[src/rtl/if_fetch_stage_pkg.sv]
// Shared constants for the instruction-fetch stage: word width, FSM encoding,
// default PC step and NOP encoding, plus the halfword alignment helper.
package if_fetch_stage_pkg;

    localparam int WORD_W = 16;

    localparam logic [WORD_W-1:0] DEF_PC_STEP   = 16'd2;
    localparam logic [WORD_W-1:0] DEF_NOP_INSTR = 16'h0000;

    localparam logic [1:0] ST_IDLE  = 2'd0;
    localparam logic [1:0] ST_FETCH = 2'd1;
    localparam logic [1:0] ST_BUF   = 2'd2;
    localparam logic [1:0] ST_KILL  = 2'd3;

    // Instructions are halfword aligned, so bit 0 of any redirect is dropped.
    function automatic logic [WORD_W-1:0] align_pc(input logic [WORD_W-1:0] addr);
        return addr & {{(WORD_W-1){1'b1}}, 1'b0};
    endfunction

endpackage

[src/rtl/fetch_skid_buffer.sv]
// One-entry holding register for a returned instruction and its pc+2 while
// the IF/ID register is stalled. Only the full flag is reset.
module fetch_skid_buffer
    import if_fetch_stage_pkg::*;
(
    input  logic              clk,
    input  logic              reset,
    input  logic              load,
    input  logic              drain,
    input  logic [WORD_W-1:0] instr_in,
    input  logic [WORD_W-1:0] pc_plus2_in,
    output logic              full,
    output logic [WORD_W-1:0] instr,
    output logic [WORD_W-1:0] pc_plus2
);

    always_ff @(posedge clk) begin
        if (reset) begin
            full <= 1'b0;
        end else if (load) begin
            full <= 1'b1;
        end else if (drain) begin
            full <= 1'b0;
        end
    end

    always_ff @(posedge clk) begin
        if (load) begin
            instr    <= instr_in;
            pc_plus2 <= pc_plus2_in;
        end
    end

endmodule

[src/rtl/if_fetch_stage.sv]
// Instruction-fetch stage: PC register, imem request handshake, IF/ID register,
// branch redirect/squash handling and a one-entry skid buffer for stalls.
module if_fetch_stage
    import if_fetch_stage_pkg::*;
#(
    parameter logic [WORD_W-1:0] RESET_PC  = 16'h0000,
    parameter logic [WORD_W-1:0] PC_STEP   = DEF_PC_STEP,
    parameter logic [WORD_W-1:0] NOP_INSTR = DEF_NOP_INSTR
) (
    input  logic              clk,
    input  logic              reset,
    input  logic              PCSrc,
    input  logic [WORD_W-1:0] branch_target,
    input  logic              stall_IF,
    output logic              imem_req,
    output logic [WORD_W-1:0] imem_addr,
    input  logic              imem_ready,
    input  logic [WORD_W-1:0] imem_rdata,
    output logic [WORD_W-1:0] IFID_instr,
    output logic [WORD_W-1:0] IFID_pc_plus2,
    output logic              IFID_valid
);

    logic [1:0]        state;
    logic [WORD_W-1:0] pc;
    logic [WORD_W-1:0] pc_seq;
    logic [WORD_W-1:0] redirect_pc;
    logic [WORD_W-1:0] kill_addr;
    logic              skid_load;
    logic              skid_drain;
    logic              skid_full;
    logic [WORD_W-1:0] skid_instr;
    logic [WORD_W-1:0] skid_pc_plus2;

    assign pc_seq      = pc + PC_STEP;
    assign redirect_pc = align_pc(branch_target);

    // While squashing, the request stays on the old address until memory answers.
    assign imem_req  = (state == ST_FETCH) || (state == ST_KILL);
    assign imem_addr = (state == ST_KILL) ? kill_addr : pc;

    assign skid_load  = (state == ST_FETCH) && imem_ready && stall_IF && !PCSrc;
    assign skid_drain = (state == ST_BUF) && (PCSrc || !stall_IF);

    fetch_skid_buffer u_skid (
        .clk         (clk),
        .reset       (reset),
        .load        (skid_load),
        .drain       (skid_drain),
        .instr_in    (imem_rdata),
        .pc_plus2_in (pc_seq),
        .full        (skid_full),
        .instr       (skid_instr),
        .pc_plus2    (skid_pc_plus2)
    );

    always_ff @(posedge clk) begin
        if (state == ST_FETCH && PCSrc && !imem_ready) begin
            kill_addr <= pc;
        end
    end

    always_ff @(posedge clk) begin
        if (reset) begin
            state         <= ST_IDLE;
            pc            <= RESET_PC;
            IFID_instr    <= NOP_INSTR;
            IFID_pc_plus2 <= '0;
            IFID_valid    <= 1'b0;
        end else begin
            case (state)
                ST_IDLE: begin
                    state <= ST_FETCH;
                end
                ST_FETCH: begin
                    if (PCSrc) begin
                        IFID_valid <= 1'b0;
                        IFID_instr <= NOP_INSTR;
                        pc         <= redirect_pc;
                        if (!imem_ready) begin
                            state <= ST_KILL;
                        end
                    end else if (imem_ready) begin
                        pc <= pc_seq;
                        if (stall_IF) begin
                            state <= ST_BUF;
                        end else begin
                            IFID_instr    <= imem_rdata;
                            IFID_pc_plus2 <= pc_seq;
                            IFID_valid    <= 1'b1;
                        end
                    end else if (!stall_IF) begin
                        IFID_valid <= 1'b0;
                    end
                end
                ST_BUF: begin
                    if (PCSrc) begin
                        IFID_valid <= 1'b0;
                        IFID_instr <= NOP_INSTR;
                        pc         <= redirect_pc;
                        state      <= ST_FETCH;
                    end else if (!stall_IF && skid_full) begin
                        IFID_instr    <= skid_instr;
                        IFID_pc_plus2 <= skid_pc_plus2;
                        IFID_valid    <= 1'b1;
                        state         <= ST_FETCH;
                    end
                end
                ST_KILL: begin
                    if (PCSrc) begin
                        IFID_valid <= 1'b0;
                        IFID_instr <= NOP_INSTR;
                        pc         <= redirect_pc;
                    end
                    // The squashed response is dropped; fetch resumes at the latest target.
                    if (imem_ready) begin
                        state <= ST_FETCH;
                    end
                end
                default: begin
                    state <= ST_IDLE;
                end
            endcase
        end
    end

endmodule

[config.mk]
export PLATFORM = sky130hd
export DESIGN_NAME = if_fetch_stage
export DESIGN_NICKNAME = d
export VERILOG_FILES = /design/src/rtl/if_fetch_stage_pkg.sv /design/src/rtl/fetch_skid_buffer.sv /design/src/rtl/if_fetch_stage.sv
export SDC_FILE = /design/constraint.sdc
export NUM_CORES = 1
export LEC_CHECK = 0
export ABC_AREA = 0
export CORE_MARGIN = 3
export CORE_UTILIZATION = 29
export CTS_CLUSTER_DIAMETER = 150
export DETAILED_ROUTE_END_ITERATION = 7
export SLEW_MARGIN = 0
export SYNTH_ARGS = -nofsm -noshare
export SYNTH_HDL_FRONTEND = slang
export SYNTH_HIERARCHICAL = 1
export SYNTH_SLANG_ARGS = --single-unit
[constraint.sdc]
create_clock -name clk -period 4.3 [get_ports clk]
set_clock_uncertainty 0.15 [all_clocks]
set_input_delay 0.43 -clock clk [delete_from_list [all_inputs] [get_ports clk]]
set_output_delay 0.43 -clock clk [all_outputs]
set_load 0.01 [all_outputs]
==> flow_metrics.py, run 1 <==
metrics = {
    "outcome": {
        "outcome": "finished, final reports clean",
    },
    "finish": {
        "fin_cells": 716,
        "drive_gt1_share_pct": 10.1,
        "final_net_count": 538,
        "fin_util_pct": 38.0,
        "final_cell_area_um2": 5850,
        "antenna_cells": 0,
        "nFillCells": 1505,
        "areaGrowthSynthToFinish_pct": 26.8,
    },
    "clock_tree": {
        "clkLatencyLatePin_ns": 0.34,
        "clockBufferDepth": 2,
        "root_buffer": "clkbuf_16",
        "clk_pin_slew_ns": 0.06,
        "ctsHoldBuffers": 0,
        "cts_tree": "yes",
        "htreeDepth": 3,
        "cts.sinks": 98,
        "cts_buffers": 9,
        "postCtsSetupBuffers": 0,
        "post_cts_resized": 0,
    },
    "floorplan": {
        "fp-row-count": 45,
        "ios": 87,
        "die_w_um": 132,
        "core_um2": 15400,
        "initial_core_util_pct": 30.0,
        "die_h_um": 132,
        "fp.dieArea_um2": 17500,
    },
    "synth": {
        "post_synth_fa_ha_maj_area_fraction_pct": 0.271,
        "synth-seq-area-share_pct": 52.7,
        "ys_types": 64,
        "synthTopCellsByArea": "edfxtp_1 31%, dfxtp_1 22%, mux2_1 3.9%, mux2_2 3.7%, nor2_1 2.9%",
        "synth_compound_area_share_pct": 16.0,
        "synth-seq-cells": 98,
        "yosys.area.top_type_share_pct": 30.6,
        "synth_top_family_by_area": "simple AND/OR/NAND/NOR gates",
        "post_synth_and_or_nand_nor_area_fraction_pct": 16.7,
        "async_flop_share_pct": 0,
        "synth_edf_count": 47,
        "synth-xor-area-share_pct": 1.52,
        "yosys_warnings": 6,
        "synth_cells": 432,
        "yosysTopAreaCell": "edfxtp_1",
        "synth_mux_area_share_pct": 7.57,
        "syn_avg_cell_area_um2": 10.7,
        "ys.flop_type": "dfxtp_1",
        "syn_area_um2": 4610,
    },
    "timing": {
        "fin_crit_ns": 3.17,
        "rsz0062_at_grt": "false",
        "timing.slew.headroom_pct": 32.0,
        "hold_viol_final": 0,
        "setup_tns_ns": 0,
        "worst_slew_pin_slew_ns": 1.02,
        "setup_viol_count_final": 0,
        "fmax_ghz": 0.315,
        "report.final.slew_viol_count": 0,
        "post-route-period-util_pct": 73.8,
    },
    "worst_hold_path": {
        "min_path_cells": 2,
        "min_path_type": "reg -> reg",
        "min_from": "IFID_pc_plus2[11]",
        "holdPathEnd": "IFID_pc_plus2[11]",
    },
    "worst_setup_path": {
        "required_ns": 3.72,
        "r2r-end": "IFID_pc_plus2[3]",
        "worst-setup-path-type": "reg -> out",
        "arrival_ns": 2.59,
        "reg2reg_setup_slack_ns": 1.83,
        "r2r_start": "state[1]",
        "cp-start-kind": "flip-flop",
        "path_max_fanout": 19,
        "end_kind": "output pin",
        "r2r_cells": 4,
    },
    "place": {
        "gp_congestion": 0.791,
        "hpwl_um": 8210,
        "dpl.cell_count": 700,
        "io_buffers": 84,
        "place_area_um2": 5590,
    },
    "routing": {
        "num_vias": 3565,
        "drtAntennaViolNets": 0,
        "wl_per_cell_um": 16.5,
        "drc": 0,
        "via_per_inst": 4.98,
        "drt_iter0_drc": 336,
        "drtPass1Iterations": 6,
        "drt_wl_total_um": 11800,
    },
    "power": {
        "swShare_pct": 24.6,
        "p_total_uw": 2040,
        "p_clk_share_pct": 35.4,
        "ir_drop_mv": 0.201,
        "power_leakage_uw": 0.00202,
        "p_seq_share_pct": 51.5,
        "internal_power_uw": 1540,
        "power_switching_uw": 502,
        "p_comb_share_pct": 13.1,
        "power.density_nw_per_um2": 349,
    },
    "grt": {
        "grt_start_max_net_pins": 57,
        "grt_pass1_vias": 3577,
        "grt_first_pass_wirelength_um": 19100,
        "track_usage_pct": 13.6,
        "antenna_found_initial": 0,
        "grt-ovfl-total": 0,
    },
    "flow_run": {
        "cap_violations": 0,
    },
}
[metrics by stage]
step | worst slack (ns) | hold slack (ns)
detailed placement | 1.46 | 0.297
floorplan | 0.316 | 0.253
global route | 0.958 | 0.326
finish | 1.13 | 0.306
CTS | 1.08 | 0.308
global placement | 1.49 | 0.297
[cell usage in the layout (no fill, tap or decap), types with 5 or more instances in the layout]
master / Yosys / layout
clkdlybuf4s50_1: 0 / 83
dfxtp_1: 51 / 51
edfxtp_1: 47 / 47
nor2_1: 36 / 36
nand2_1: 28 / 28
a21oi_1: 19 / 19
nor2b_1: 18 / 18
a22oi_1: 17 / 17
mux2_1: 16 / 16
nand3_1: 15 / 15
inv_1: 15 / 15
mux2_2: 15 / 15
o21ai_0: 12 / 12
clkbuf_16: 0 / 9
nand4_1: 7 / 7
nor3_1: 9 / 7
nand2b_1: 6 / 6
buf_4: 2 / 6
xnor2_1: 5 / 5
a211o_1: 5 / 5
o21ai_1: 5 / 5
[area by class of cell]
| class | instances | area, um2 | area share [%] |
|---|---|---|---|
| tap | 211 | 264 | 4.51 |
| multi-input combinational | 286 | 1960 | 33.5 |
| sequential | 98 | 2430 | 41.6 |
| clock inverter | 3 | 17.5 | 0.300 |
| timing repair buffer | 90 | 881 | 15.1 |
| inverter | 15 | 56.3 | 0.963 |
| clock buffer | 13 | 240 | 4.11 |
[how the worst max path moves through the flow]
stage / slack [ns] / end / startpoint / cells past startpoint
5_1_grt: 0.96 / imem_addr[15] / state[1] / 3
4_1_cts: 1.08 / imem_addr[2] / state[1] / 3
6_report: 1.13 / imem_addr[2] / state[1] / 3
2_1_floorplan: 0.32 / u_skid/instr[0] / state[1] / 5
3_5_place_dp: 1.46 / IFID_instr[2] / PCSrc / 5
3_3_place_gp: 1.49 / IFID_instr[7] / PCSrc / 5
[sequential cells by signal, summed over array words and instances (netlist names)]
name and count:
IFID_instr 16, IFID_pc_plus2 16, u_skid/instr 16, u_skid/pc_plus2 16, kill_addr 15, pc 15, state 2, IFID_valid 1
u_skid/full 1
[Yosys cell counts, types with 2 or more instances]
library cell	n
dfxtp_1	51
edfxtp_1	47
nor2_1	36
nand2_1	28
a21oi_1	19
nor2b_1	18
a22oi_1	17
mux2_1	16
inv_1	15
mux2_2	15
nand3_1	15
clkbuf_1	14
buf_2	13
o21ai_0	12
nor3_1	9
nand4_1	7
nand2b_1	6
a211o_1	5
o21ai_1	5
xnor2_1	5
buf_6	4
nor4_1	4
o211ai_1	4
a21o_1	3
a21oi_2	3
a311o_1	3
a311oi_1	3
a31oi_1	3
and4_1	3
or2_1	3
or3_1	3
xor2_1	3
a211oi_1	2
a221oi_1	2
buf_4	2
nand3b_1	2
o221ai_1	2
o31a_1	2
o31ai_1	2
o41ai_1	2
[cells by family (layout without fill, tap and decap cells)]
family / Yosys count / count (layout)
xor gates and xnor gates: 8 / 8
AOI/OAI and AO/OA: 100 / 100
buffers and inverters: 49 / 121
other: 1 / 2
adders and majority gates: 1 / 1
muxes: 31 / 31
and+or+nand+nor: 144 / 144
DFF: 98 / 98
[worst max-delay path, cell delays in order (launching register included)]
cell and delay, ns:
dfxtp_1 0.74, nand2_1 0.59, mux2_2 0.45, clkdlybuf4s50_1 0.48
[metal layers]
metal,routed length [um],GRT usage (%),up-vias
met5,0,0,-
met4,165,3.44,0
met3,957,5.08,12
met2,5640,22.6,119
met1,5070,16.8,1722
li1,-,-,1712
[power groups by stage]
stage / Combinational, uW / Clock, uW / Sequential (uW)
global route: 293 / 776 / 1060
floorplan: 155 / 0 / 1060
finish: 267 / 722 / 1050
CTS: 271 / 746 / 1050
global placement: 266 / 0 / 1070
detailed placement: 270 / 0 / 1070
Power figures use the tool's default switching activity.
==> run 2: changes to the inputs <==
==> constraint.sdc (replaced) <==
create_clock -name clk -period 2.7 [get_ports clk]
set_clock_uncertainty 0.15 [all_clocks]
set_input_delay 0.27 -clock clk [delete_from_list [all_inputs] [get_ports clk]]
set_output_delay 0.27 -clock clk [all_outputs]
set_load 0.01 [all_outputs]
==> run 2 against run 1 <==
Register-to-register slack worse by 1.4 ns. Clock power is 84% higher. Die area is the same. Cell area rose by 2.7%. Critical path type unchanged. Largest power group unchanged. Highest routed layer is now met5.
==> flow_metrics.py, run 2 (synthesized netlist as in run 1, its figures left out) <==
metrics = {
    "outcome": {
        "outcome": "finished, final reports clean",
    },
    "worst_setup_path": {
        "path_cells": "nand2_1, buf_4, mux2_2, clkdlybuf4s50_1",
        "r2r_start": "pc[2]",
        "end_kind": "output pin",
        "worst-setup-path-type": "reg -> out",
        "crit_buf_inv": 2,
        "critPathMaxStageDelay_ns": 0.68,
        "r2r_cells": 5,
        "reg2reg_setup_slack_ns": 0.40,
        "arrival_ns": 2.14,
        "cp-start-kind": "flip-flop",
        "path_max_fanout": 15,
        "crit_family": "buffers and inverters",
        "required_ns": 2.28,
        "r2r-end": "IFID_pc_plus2[9]",
        "slowest_stage": "dfxtp_1",
    },
    "timing": {
        "timing.slew.headroom_pct": 31.2,
        "hold_viol_final": 0,
        "fmax_ghz": 0.391,
        "setup_viol_count_final": 0,
        "fin_crit_ns": 2.56,
        "rsz0062_at_grt": "false",
        "post-route-period-util_pct": 94.7,
        "worst_slew_pin_slew_ns": 1.03,
        "report.final.slew_viol_count": 0,
        "setup_tns_ns": 0,
    },
    "clock_tree": {
        "root_buffer": "clkbuf_16",
        "clkLatencyLatePin_ns": 0.35,
        "cts.sinks": 98,
        "clk_pin_slew_ns": 0.06,
        "cts_buffers": 9,
        "cts_tree": "yes",
        "htreeDepth": 3,
        "ctsHoldBuffers": 0,
        "postCtsSetupBuffers": 0,
        "post_cts_resized": 0,
        "clockBufferDepth": 2,
    },
    "power": {
        "ir_drop_mv": 0.357,
        "power_leakage_uw": 0.00212,
        "power.density_nw_per_um2": 574,
        "p_total_uw": 3450,
    },
    "floorplan": {
        "die_h_um": 132,
        "ios": 87,
        "core_um2": 15400,
        "die_w_um": 132,
        "initial_core_util_pct": 30.0,
        "fp-row-count": 45,
        "fp.dieArea_um2": 17500,
    },
    "grt": {
        "grt-ovfl-total": 0,
        "antenna_found_initial": 1,
        "track_usage_pct": 14.1,
        "grt_first_pass_wirelength_um": 19800,
        "grt_pass1_vias": 3737,
        "grt_start_max_net_pins": 57,
    },
    "finish": {
        "antenna_cells": 0,
        "areaGrowthSynthToFinish_pct": 30.1,
        "final_net_count": 551,
        "final_cell_mix": "83 x clkdlybuf4s50_1, 51 x dfxtp_1, 47 x edfxtp_1",
        "drive_gt1_share_pct": 12.7,
        "final_common_cell": "clkdlybuf4s50_1",
    },
    "routing": {
        "drtPass1Iterations": 5,
        "drc": 0,
        "drtAntennaViolNets": 0,
        "via_per_inst": 4.99,
        "num_vias": 3638,
        "wl_per_cell_um": 16.7,
        "drt_wl_total_um": 12200,
        "drt_iter0_drc": 314,
    },
    "worst_hold_path": {
        "min_path_cells": 2,
        "min_from": "IFID_valid",
        "min_path_type": "reg -> reg",
        "holdPathEnd": "IFID_valid",
    },
    "place": {
        "io_buffers": 84,
        "hpwl_um": 8500,
        "gp_congestion": 0.826,
    },
    "flow_run": {
        "cap_violations": 0,
    },
}
## run 2: tightest hold or removal path: cells and delay by family, from the launching register on
family / cells / cell delay (ns)
DFF: 1 / 0.31
buffers and inverters: 1 / 0.05
AOI/OAI and AO/OA: 1 / 0.05
## run 2: per-stage QoR
stage | hold WS (ns) | instances | setup WS, ns | cell area, um2 | utilization (%)
floorplan | 0.182 | 433 | 0.236 | 4630 | -
global placement | 0.291 | 713 | 0.304 | 5690 | 37.0
detailed placement | 0.286 | 713 | 0.281 | 5690 | 37.0
CTS | 0.299 | 729 | 0.151 | 6000 | 39.1
global route | 0.333 | 729 | 0.0588 | 6000 | 39.1
finish | 0.295 | 729 | 0.144 | 6000 | 39.1
## run 2: per-layer routing
metal  up-vias  GRT usage (%)  routed length (um)
met4         2           5.31                 263
met2       116           22.1                5530
li1       1751              -                   -
met1      1749           17.6                5340
met5         -              0                  11
met3        20           5.31                1010
## run 2: layout make-up
type                            count  area (um2)
Fill cell                        1480        9370
Clock inverter                      2        35.0
Tap cell                          211         264
Inverter                           15        56.3
Multi-Input combinational cell    286        1960
Timing Repair Buffer              103         978
Clock buffer                       14         274
Sequential cell                    98        2430
## run 2: worst max path at each step
stage | end | from | cells past startpoint | slack, ns
floorplan | u_skid/instr[0] | state[1] | 5 | 0.24
global placement | IFID_pc_plus2[3] | imem_ready | 5 | 0.30
detailed placement | IFID_instr[2] | PCSrc | 6 | 0.28
CTS | imem_addr[6] | state[0] | 4 | 0.15
global route | imem_addr[6] | state[0] | 4 | 0.06
finish | imem_addr[6] | state[0] | 4 | 0.14
## run 2: power breakdown
group / internal (uW) / leakage (uW) / total (uW) / switching [uW]
clock network: 793 / 0.000153 / 1330 / 535
registers: 1620 / 0.000846 / 1670 / 52.8
logic: 221 / 0.00112 / 450 / 228
==> run 3: changes to the inputs <==
--- a/config.mk
+++ b/config.mk
@@ -5,11 +5,13 @@
 export SDC_FILE = /design/constraint.sdc
 export NUM_CORES = 1
 export LEC_CHECK = 0
-export ABC_AREA = 0
+export ABC_AREA = 1
+export CAP_MARGIN = 20
 export CORE_MARGIN = 3
 export CORE_UTILIZATION = 29
 export CTS_CLUSTER_DIAMETER = 150
 export DETAILED_ROUTE_END_ITERATION = 7
+export MAX_ROUTING_LAYER = met4
 export SLEW_MARGIN = 0
 export SYNTH_ARGS = -nofsm -noshare
 export SYNTH_HDL_FRONTEND = slang
==> run 3 against run 2 <==
Count of clock-buffer cells in the layout down 5. Combinational power up 97%. Setup slack worse by 0.00085 ns. Critical endpoint is now imem_addr[14]. Utilization down 0.43 points. Flip-flop and latch count unchanged. Worst hold slack better by 0.021 ns. Via count up 4.8%. Sequential power up 7%. Die area down 1.6%.
==> flow_metrics.py, run 3 <==
metrics = {
    "clock_tree": {
        "cts.sinks": 98,
        "postCtsSetupBuffers": 0,
        "ctsHoldBuffers": 0,
        "clkLatencyLatePin_ns": 0.35,
        "clockBufferDepth": 2,
        "cts_buffers": 9,
        "cts_tree": "yes",
        "htreeDepth": 3,
        "post_cts_resized": 0,
        "root_buffer": "clkbuf_16",
        "clk_pin_slew_ns": 0.07,
    },
    "floorplan": {
        "fp-row-count": 45,
        "initial_core_util_pct": 29.7,
        "die_h_um": 131,
        "core_um2": 15300,
        "fp.dieArea_um2": 17200,
        "die_w_um": 131,
        "ios": 87,
    },
    "power": {
        "ir_drop_mv": 0.342,
        "power.density_nw_per_um2": 679,
        "power_leakage_uw": 0.00225,
    },
    "worst_setup_path": {
        "end_kind": "output pin",
        "critPathLaunch": "state[0]",
        "cp-start-kind": "flip-flop",
        "arrival_ns": 2.14,
        "r2r_cells": 7,
        "required_ns": 2.28,
        "slowest_stage": "clkdlybuf4s50_1",
        "reg2reg_setup_slack_ns": 0.48,
        "worst-path-stages": 4,
        "endpoint": "imem_addr[14]",
        "critPathMaxStageDelay_ns": 0.59,
        "crit_family": "buffers and inverters",
        "r2r-end": "IFID_pc_plus2[3]",
        "worst-setup-path-type": "reg -> out",
        "path_cells": "nand2_1, buf_4, a21oi_1, clkdlybuf4s50_1",
        "path_max_fanout": 24,
        "r2r_start": "state[1]",
        "crit_buf_inv": 2,
    },
    "synth": {
        "syn_area_um2": 4540,
        "yosysMostFrequentCell": "nand2_1",
        "synth_cells": 527,
        "syn_avg_cell_area_um2": 8.61,
        "synthTopCellsByArea": "edfxtp_1 31%, dfxtp_1 23%, nand2_1 8.9%, a21oi_1 7.6%, nor2_1 5.0%",
        "yosysTopAreaCell": "edfxtp_1",
        "yosys_warnings": 6,
        "ys.flop_type": "dfxtp_1",
        "yosys.area.top_type_share_pct": 31.1,
        "synth_top_cells_by_count": "108 x nand2_1, 69 x a21oi_1, 60 x nor2_1, 51 x dfxtp_1, 47 x edfxtp_1",
        "synth_edf_count": 47,
        "synth-seq-area-share_pct": 53.6,
        "synth-seq-cells": 98,
        "ys_types": 34,
        "async_flop_share_pct": 0,
    },
    "finish": {
        "areaGrowthSynthToFinish_pct": 29.9,
        "antenna_cells": 0,
        "final_net_count": 644,
        "nFillCells": 1563,
        "final_cell_mix": "108 x nand2_1, 84 x clkdlybuf4s50_1, 69 x a21oi_1",
        "fin_util_pct": 38.6,
        "drive_gt1_share_pct": 8.84,
        "fin_cells": 822,
        "final_common_cell": "nand2_1",
    },
    "place": {
        "gp_congestion": 0.897,
        "dpl.cell_count": 806,
        "io_buffers": 84,
        "hpwl_um": 7940,
    },
    "grt": {
        "grt_pass1_vias": 3663,
        "gr-usage-met3_pct": 3.24,
        "grt-ovfl-total": 0,
        "gr-max-usage-layer": "met2",
        "grt_start_max_net_pins": 33,
        "grt_first_pass_wirelength_um": 18500,
        "track_usage_pct": 14.3,
        "antenna_found_initial": 0,
        "met1_usage_pct": 19.3,
        "grtUsageMet2_pct": 21.0,
    },
    "timing": {
        "rsz0062_at_grt": "false",
        "report.final.slew_viol_count": 0,
        "setup_tns_ns": 0,
        "fmax_ghz": 0.391,
        "hold_viol_final": 0,
        "fin_crit_ns": 2.56,
        "setup_viol_count_final": 0,
        "post-route-period-util_pct": 94.7,
    },
    "routing": {
        "wl_per_cell_um": 14.1,
        "via_per_inst": 4.64,
        "drtPass1Iterations": 4,
        "drt_iter0_drc": 170,
        "drt_wl_total_um": 11600,
        "drc": 0,
        "num_vias": 3812,
        "drtAntennaViolNets": 0,
    },
    "outcome": {
        "outcome": "finished, final reports clean",
    },
    "flow_run": {
        "cap_violations": 0,
    },
    "worst_hold_path": {
        "min_path_type": "reg -> reg",
        "min_path_cells": 2,
    },
}
[run 3: cell count changes after synthesis, moves of 16 or more]
cell     before  now
mux2_1       16    0
nand2_1      28  108
a21oi_1      19   69
nor2b_1      18    0
inv_1        15   37
nand3_1      15   38
nor2_1       36   60
[run 3: cells by family (layout without fill, tap and decap cells)]
logic type                 count (synthesis)  count (layout)  share of synthesized area, %
and+or+nand+nor                          229             229                          21.7
muxes                                      6               6                          1.49
buffers and inverters                     73             156                          7.47
other                                      1               2                        0.0827
xor gates and xnor gates                   7               7                          1.35
AOI/OAI and AO/OA                        112             112                          14.0
DFF                                       98              98                          53.6
adders and majority gates                  1               1                         0.276
[run 3: metal layers]
| layer | part of all wire (%) | up-vias |
|---|---|---|
| met5 | 0 | - |
| met4 | 1.4 | 0 |
| met3 | 5.5 | 10 |
| met2 | 45 | 106 |
| met1 | 48 | 1769 |
| li1 | - | 1927 |
[run 3: layout make-up]
class | count | area [um2] | share of cell area [%]
flip-flops and latches | 98 | 2430 | 41.3
clock buffers | 9 | 225 | 3.82
well taps | 211 | 264 | 4.48
clock inverters | 7 | 82.6 | 1.40
multi-input cells | 357 | 1790 | 30.3
inverters | 43 | 164 | 2.78
repair buffers | 97 | 938 | 15.9
[run 3: worst min path at each step]
stage / start / to / slack (ns)
6_report: IFID_pc_plus2[0] / IFID_pc_plus2[0] / 0.32
5_1_grt: IFID_pc_plus2[0] / IFID_pc_plus2[0] / 0.35
4_1_cts: IFID_pc_plus2[1] / IFID_pc_plus2[1] / 0.32
3_5_place_dp: IFID_pc_plus2[1] / IFID_pc_plus2[1] / 0.31
3_3_place_gp: IFID_pc_plus2[2] / IFID_pc_plus2[2] / 0.31
2_1_floorplan: reset / u_skid/full / 0.18
[run 3: worst reg2reg max path, delay by kind of cell (launching register included)]
family / cells / cell delay [ns]
AOI/OAI and AO/OA: 2 / 0.56
buffers and inverters: 1 / 0.09
DFF: 1 / 0.52
and+or+nand+nor: 4 / 0.80
[run 3: per-stage QoR]
step | setup slack (ns) | hold slack [ns] | total power, uW | instance area, um2
after floorplan | 0.146 | 0.182 | 2320 | 4550
after global placement | 0.334 | 0.305 | 2690 | 5590
after detailed placement | 0.310 | 0.308 | 2710 | 5590
after CTS | 0.153 | 0.317 | 4060 | 5890
after global routing | 0.0320 | 0.346 | 4220 | 5890
final | 0.143 | 0.316 | 4000 | 5890
[run 3: where the power goes]
group / total, uW / internal [uW] / switching, uW
logic: 888 / 412 / 477
registers: 1780 / 1690 / 92.4
clock network: 1330 / 737 / 598
